==> src/rtl/pipe_pkg.sv <==
// ============================================================================
// Module     : pipe_pkg
// Description: Shared constants for the elastic pipeline stage.
// Revision   : 1.0 - initial release
// ============================================================================
`default_nettype none

package pipe_pkg;

    localparam int CTRL_REGWRITE = 0;
    localparam int CTRL_MEMTOREG = 1;
    localparam int CTRL_MEMWRITE = 2;
    localparam int CTRL_MEMREAD  = 3;

    localparam int c_CTRL_W_DEFAULT = 4;

    localparam int c_DEPTH_MIN = 1;
    localparam int c_DEPTH_MAX = 4;

    function automatic bit depth_legal(input int depth);
        return (depth >= c_DEPTH_MIN) && (depth <= c_DEPTH_MAX);
    endfunction

endpackage

`default_nettype wire

==> src/rtl/pipe_sat_cnt.sv <==
// ============================================================================
// Module     : pipe_sat_cnt
// Description: 32-bit saturating event counter with enable and sync clear.
// Revision   : 1.0 - initial release
// ============================================================================
`default_nettype none

module pipe_sat_cnt (
    input  logic        clk_i,
    input  logic        clr_i,
    input  logic        en_i,
    output logic [31:0] cnt_o
);

    logic [31:0] cnt_q;

    always_ff @(posedge clk_i) begin
        if (clr_i) begin
            cnt_q <= '0;
        end else if (en_i && (cnt_q != '1)) begin
            cnt_q <= cnt_q + 32'd1;
        end
    end

    assign cnt_o = cnt_q;

endmodule

`default_nettype wire

==> src/rtl/pipe_stage_elastic.sv <==
// ============================================================================
// Module     : pipe_stage_elastic
// Description: Elastic pipeline stage register with DEPTH-entry skid buffer,
//              flush and optional perf counters (macro PIPE_STAGE_PERF_EN).
// Revision   : 1.0 - initial release
// ============================================================================
`default_nettype none

module pipe_stage_elastic
    import pipe_pkg::*;
#(
    parameter int DATA_W = 32,
    parameter int NUM_CH = 2,
    parameter int CTRL_W = c_CTRL_W_DEFAULT,
    parameter int ADDR_W = 5,
    parameter int DEPTH  = 2
) (
    input  logic                     clk_i,
    input  logic                     rst_i,
    input  logic                     valid_i,
    output logic                     ready_o,
    input  logic [CTRL_W-1:0]        ctrl_i,
    input  logic [NUM_CH*DATA_W-1:0] data_i,
    input  logic [ADDR_W-1:0]        rd_addr_i,
    input  logic                     stall_i,
    input  logic                     flush_i,
    output logic                     valid_o,
    output logic [CTRL_W-1:0]        ctrl_o,
    output logic [NUM_CH*DATA_W-1:0] data_o,
    output logic [ADDR_W-1:0]        rd_addr_o,
    output logic [31:0]              stall_cnt_o,
    output logic [31:0]              bubble_cnt_o
);

    localparam int c_DW    = NUM_CH * DATA_W;
    localparam int c_PTR_W = (DEPTH > 1) ? $clog2(DEPTH) : 1;
    localparam int c_CNT_W = $clog2(DEPTH + 1);
    localparam logic [c_CNT_W-1:0] c_FULL = c_CNT_W'(DEPTH);
    localparam logic [c_PTR_W-1:0] c_LAST = c_PTR_W'(DEPTH - 1);

    generate
        if (!depth_legal(DEPTH) || (NUM_CH < 1)) begin : g_param_check
            $error("pipe_stage_elastic: DEPTH or NUM_CH out of range");
        end
    endgenerate

    logic [CTRL_W-1:0]  ctrl_q [DEPTH];
    logic [c_DW-1:0]    data_q [DEPTH];
    logic [ADDR_W-1:0]  addr_q [DEPTH];

    logic [c_PTR_W-1:0] wr_ptr_q, wr_ptr_d;
    logic [c_PTR_W-1:0] rd_ptr_q, rd_ptr_d;
    logic [c_CNT_W-1:0] count_q, count_d;

    logic w_push;
    logic w_pop;

    function automatic logic [c_PTR_W-1:0] ptr_inc(input logic [c_PTR_W-1:0] p);
        return (p == c_LAST) ? '0 : p + 1'b1;
    endfunction

    // ready depends only on the occupancy register, never on stall_i
    assign ready_o = (count_q < c_FULL);
    assign valid_o = (count_q != '0);
    assign w_push  = valid_i & ready_o;
    assign w_pop   = valid_o & ~stall_i;

    always_comb begin
        count_d  = count_q;
        wr_ptr_d = wr_ptr_q;
        rd_ptr_d = rd_ptr_q;
        if (flush_i) begin
            count_d  = '0;
            wr_ptr_d = '0;
            rd_ptr_d = '0;
        end else begin
            if (w_push) begin
                wr_ptr_d = ptr_inc(wr_ptr_q);
            end
            if (w_pop) begin
                rd_ptr_d = ptr_inc(rd_ptr_q);
            end
            case ({w_push, w_pop})
                2'b10:   count_d = count_q + 1'b1;
                2'b01:   count_d = count_q - 1'b1;
                default: count_d = count_q;
            endcase
        end
    end

    always_ff @(posedge clk_i) begin
        if (rst_i) begin
            count_q  <= '0;
            wr_ptr_q <= '0;
            rd_ptr_q <= '0;
            for (int i = 0; i < DEPTH; i++) begin
                ctrl_q[i] <= '0;
                data_q[i] <= '0;
                addr_q[i] <= '0;
            end
        end else begin
            count_q  <= count_d;
            wr_ptr_q <= wr_ptr_d;
            rd_ptr_q <= rd_ptr_d;
            if (w_push && !flush_i) begin
                ctrl_q[wr_ptr_q] <= ctrl_i;
                data_q[wr_ptr_q] <= data_i;
                addr_q[wr_ptr_q] <= rd_addr_i;
            end
        end
    end

    // a bubble must never carry write enables downstream
    assign ctrl_o    = valid_o ? ctrl_q[rd_ptr_q] : '0;
    assign data_o    = data_q[rd_ptr_q];
    assign rd_addr_o = addr_q[rd_ptr_q];

`ifdef PIPE_STAGE_PERF_EN
    pipe_sat_cnt u_stall_cnt (
        .clk_i (clk_i),
        .clr_i (rst_i),
        .en_i  (valid_o & stall_i),
        .cnt_o (stall_cnt_o)
    );

    pipe_sat_cnt u_bubble_cnt (
        .clk_i (clk_i),
        .clr_i (rst_i),
        .en_i  (~valid_o & ~stall_i),
        .cnt_o (bubble_cnt_o)
    );
`else
    assign stall_cnt_o  = '0;
    assign bubble_cnt_o = '0;
`endif

endmodule

`default_nettype wire
==> config.mk <==
export PLATFORM = sky130hd
export DESIGN_NAME = pipe_stage_elastic
export DESIGN_NICKNAME = d
export VERILOG_FILES = /design/src/rtl/pipe_pkg.sv /design/src/rtl/pipe_sat_cnt.sv /design/src/rtl/pipe_stage_elastic.sv
export SDC_FILE = /design/constraint.sdc
export NUM_CORES = 1
export LEC_CHECK = 0
export BUFFER_PORTS_ARGS = -buffer_cell sky130_fd_sc_hd__buf_2
export CAP_MARGIN = 5
export CORE_UTILIZATION = 45
export DETAILED_ROUTE_END_ITERATION = 7
export GPL_TIMING_DRIVEN = 0
export PLACE_DENSITY = 0.71
export SYNTH_ARGS = -nofsm -noshare
export SYNTH_HDL_FRONTEND = slang
export SYNTH_SLANG_ARGS = --single-unit
==> constraint.sdc <==
create_clock -name clk_i -period 4.5 [get_ports clk_i]
set_input_delay 0.9 -clock clk_i [delete_from_list [all_inputs] [get_ports clk_i]]
set_output_delay 0.9 -clock clk_i [all_outputs]
set_load 0.05 [all_outputs]
After elaboration in Yosys (flattened, before gate mapping)
Memory sizes are Yosys's and may differ from the RTL's. A register that Yosys moved wholly into a read port is not among the register bits.
Index checks and enable logic that the tools add are counted.
{ "word_totals": {"reg_bits": 4, "ramBits": 146, "inputBits": 78, "output_inout_bits": 139, "wordCells": 48, "memories": 3} }
{ "mem_list": {"columns": ["name", "depth", "word_bits", "read_ports", "rd_ports_with_merged_regs", "write_ports", "line", "rtl"], "rows": [
  ["data_q", 2, 64, 1, 1, 2, "pipe_stage_elastic.sv:48", "logic [c_DW-1:0] data_q [DEPTH];"],
  ["addr_q", 2, 5, 1, 1, 2, "pipe_stage_elastic.sv:49", "logic [ADDR_W-1:0] addr_q [DEPTH];"],
  ["ctrl_q", 2, 4, 1, 1, 2, "pipe_stage_elastic.sv:47", "logic [CTRL_W-1:0] ctrl_q [DEPTH];"]
]} }
{ "op_classes": {"add_sub_neg": 4, "magnitude_cmp": 1, "eq_ne": 2, "muxes": 24, "bitwise_logic": 3, "n_reduce_logical": 8} }
{ "op_table": {"columns": ["op", "n"], "rows": [
  ["$mux W64", 1],
  ["$reduce_or A64 Y1", 1],
  ["$mux W1", 19],
  ["$mux W4", 2],
  ["$mux W5", 1],
  ["$reduce_or A5 Y1", 1],
  ["$pmux W2 S2", 1],
  ["$reduce_bool A2 Y1", 2],
  ["$reduce_or A4 Y1", 1],
  ["$add A1 B1 Y1 const B", 2],
  ["$add A2 B1 Y2 const B", 1],
  ["$and A1 B1 Y1", 2],
  ["$eq A2 B1 Y1 const B", 1],
  ["$eq A2 B2 Y1 const B", 1],
  ["$lt A2 B2 Y1 const B", 1],
  ["$reduce_or A2 Y1", 1],
  ["$sub A2 B1 Y2 const B", 1],
  ["$logic_and A1 B1 Y1", 1],
  ["$logic_not A1 Y1", 1],
  ["$not A1 Y1", 1]
]} }

Depth between registers and ports, before layout
{ "logic_depth": {"word_depth": 8, "ltp_mapped": 6, "mapped_depth_nobuf": 6} }

Least setup slack after synthesis
Ideal clock, no wire load.
{ "synth_timing": {"path_type": "in2reg", "from": "input port valid_i", "to": "memory addr_q[0][0], enable pin", "setup_ns": 0.430, "arrival_time_ns": 2.596, "required_time_ns": 4.070, "path_slack_ns": 1.473, "cell_stages": 2, "n_path_buf": 0, "cell_sequence": "nor2b_2 a21o_1"} }
{ "synth_rtl": {"columns": ["item", "line", "rtl"], "rows": [
  ["start: declaration", "pipe_stage_elastic.sv:20", "input logic valid_i,"],
  ["end: declaration", "pipe_stage_elastic.sv:49", null]
]} }

==> qor.txt <==
worst-path cell chain -> buf_2, buf_2, mux2_1, buf_2
Final Hold Fails -> 0
vias in the first global route -> 4635
Crit-path slowest cell -> mux2_1
TNS Setup -> 0 ps
maxcap violations -> 0
post-DP HPWL -> 10700 µm
TritonCTS clock tree -> yes
clock buffer depth -> 2
Setup CP Type -> reg -> out
area of the core -> 15400 µm²
fill count -> 1307
Port Buf Inserts -> 152
area grow syn2layout -> 26.2%
Setup Viol. Count Final -> 0
Peak supply drop -> 0.251 mV
initial drt markers -> 247
Ys Warns -> 0
Lkg Pwr -> 0.00453 µW
Synth Cell Area -> 7210 µm²
I/O pin total -> 217
Buf+Inv Stages, Crit Path -> 3
layout cells sized above 1 -> 45.2%
CP Max Fanout -> 10
fin crit period -> 2890 ps
via count -> 4662
Register Area -> 4480 µm²
area of the multi-input gates -> 2160 µm²
RSZ-0062 raised after global routing -> no
clk_skew -> 4.78 ps
Pre-antenna DRT Iters -> 4
total power draw -> 3660 µW
commonest non-fill, non-tap cell in the layout -> buf_2
post-synth cell types -> 29
Reg clk slew, reported paths -> 60 ps
Synth Instances -> 504
slew of the pin with the lowest slew margin -> 635 ps
number of synthesized register bits -> 151
Nets -> 819
CP arrival -> 1990 ps
Die Width -> 129 µm
Worst setup SP type -> flip-flop
Cell Area, Placed -> 8530 µm²
CP most frequent cell -> buf_2
cell family with most CP delay -> buffers and inverters
Initial Util -> 46.8%
grt ovf -> 0
post-route cell area -> 9100 µm²
CTS Sinks -> 151
run status -> finished clean
largest net degree at the start of global routing -> 39
max incr delay on CP -> 390 ps
GPL Wtd Cong -> 0.736
Antenna Cells -> 0
Root Buffer -> clkbuf_16
Placed Cells incl. Taps -> 932
# hold bufs at CTS -> 0
Max Transition Viols Final -> 0
Power Dens Cells -> 402 nW/µm²
Syn Area/Cell -> 14.3 µm²
GRT Util Overall -> 19.3%
HP Class -> reg -> reg
clock latency on the worst-skew pair -> 420 ps
# DRC -> 0
htree depth -> 4
final non-filler cell total -> 963
Post-CTS Repair Setup Buffers -> 0
vias per cell -> 4.84
first-pass GRT wire length -> 23600 µm
post-route ant nets -> 0
post-cts sizing count -> 0
die area -> 16500 µm²
Final Cycle Share -> 64.2%
initial antenna violation count -> 0
DR WL/cell -> 16.3 µm
Required @ worst endpoint -> 3600 ps
Die Y -> 129 µm
Routed WL -> 15700 µm
register area share after synthesis -> 62.2%
commonest cells after routing, fill and taps aside -> buf_2, and3_1, edfxtp_1
Slew headroom -> 57.5%
CTS Buf Count -> 17
std cell rows -> 45
maximum clock rate -> 0.346 GHz
Worst Setup End Kind -> output port
-- cell usage after synthesis (all sizes together) --
master,count,area [µm²]
and3,146,913
xnor2,1,8.76
xor2,2,17.5
o21ai,2,10.0
nor3,2,10.0
edfxtp,146,4380
clkbuf,9,35.0
mux2i,4,40.0
buf,95,782
nand2b,1,6.26
a21boi,3,22.5
or3,2,12.5
mux2,69,777
ha,1,12.5
and2b,1,10.0
dfxtp,5,100
nor2,8,30.0
a21o,2,15.0
nor2b,2,15.0
conb,1,3.75
inv,2,7.51
-- report_power, final --
group / internal, µW / leakage (µW) / total, µW / switching (µW)
combinational: 176 / 0.00268 / 627 / 451
sequential: 1620 / 0.00157 / 1640 / 18.0
clock: 862 / 0.000271 / 1390 / 531
total: 2660 / 0.00453 / 3660 / 1000
-- cell families (layout without fill, tap and decap cells) --
family          Yosys count  count (layout)  share of synthesized area (%)
compound gates            7               7                          0.659
other cells               1              64                         0.0520
buf+inv                 106             291                           11.4
mux                      73              73                           11.3
xor+xnor                  3               3                          0.364
fa+ha+maj                 1               1                          0.173
simple gates            162             162                           13.8
flops                   151             151                           62.2
-- registers in the layout, summed over array words and instances, names as in the netlist, named ones only --
register and count:
data_q 128, addr_q 10, rd_ptr_q 1, wr_ptr_q 1
count_q 2, ctrl_q 8
-- routing by layer --
| layer | track usage, % | wire [µm] | up-vias |
|---|---|---|---|
| met1 | 23.4 | 6530 | 2216 |
| met3 | 5.03 | 1250 | 19 |
| met5 | 0 | 0 | - |
| met2 | 32.9 | 7740 | 206 |
| li1 | - | - | 2221 |
| met4 | 7.20 | 204 | 0 |
-- worst min-delay path: cells and delay by family (launching register included) --
| family | cells | cell delay (ps) |
|---|---|---|
| AO/OA/AOI/OAI | 2 | 160 |
| flip-flops | 1 | 300 |
-- path summary, 6_finish.rpt --
path              from  slack, ps  cells past startpoint            end
max reg2reg   wr_ptr_q       2370                      4  data_q[1][10]
min reg2reg   rd_ptr_q        510                      2      flip-flop
min           rd_ptr_q        510                      2      flip-flop
max          flip-flop       1610                      4     data_o[48]
-- through the flow --
stage | util (%) | hold slack (ps) | setup slack [ps]
floorplan | - | 480 | 1470
global placement | 54.9 | 487 | 495
detailed placement | 55.3 | 503 | 2000
CTS | 59.0 | 511 | 1540
global route | 59.0 | 530 | 1510
finish | 59.0 | 510 | 1610
-- layout make-up --
class	instances	share of cell area (%)
buffer	104	8.98
clock buffer	21	4.84
multi-input combinational	310	23.7
tap	211	2.90
inverter	2	0.0825
clock inverter	10	1.43
sequential	151	49.3
timing repair buffer	154	8.80
No activity file was read; power rests on OpenSTA's default activity.
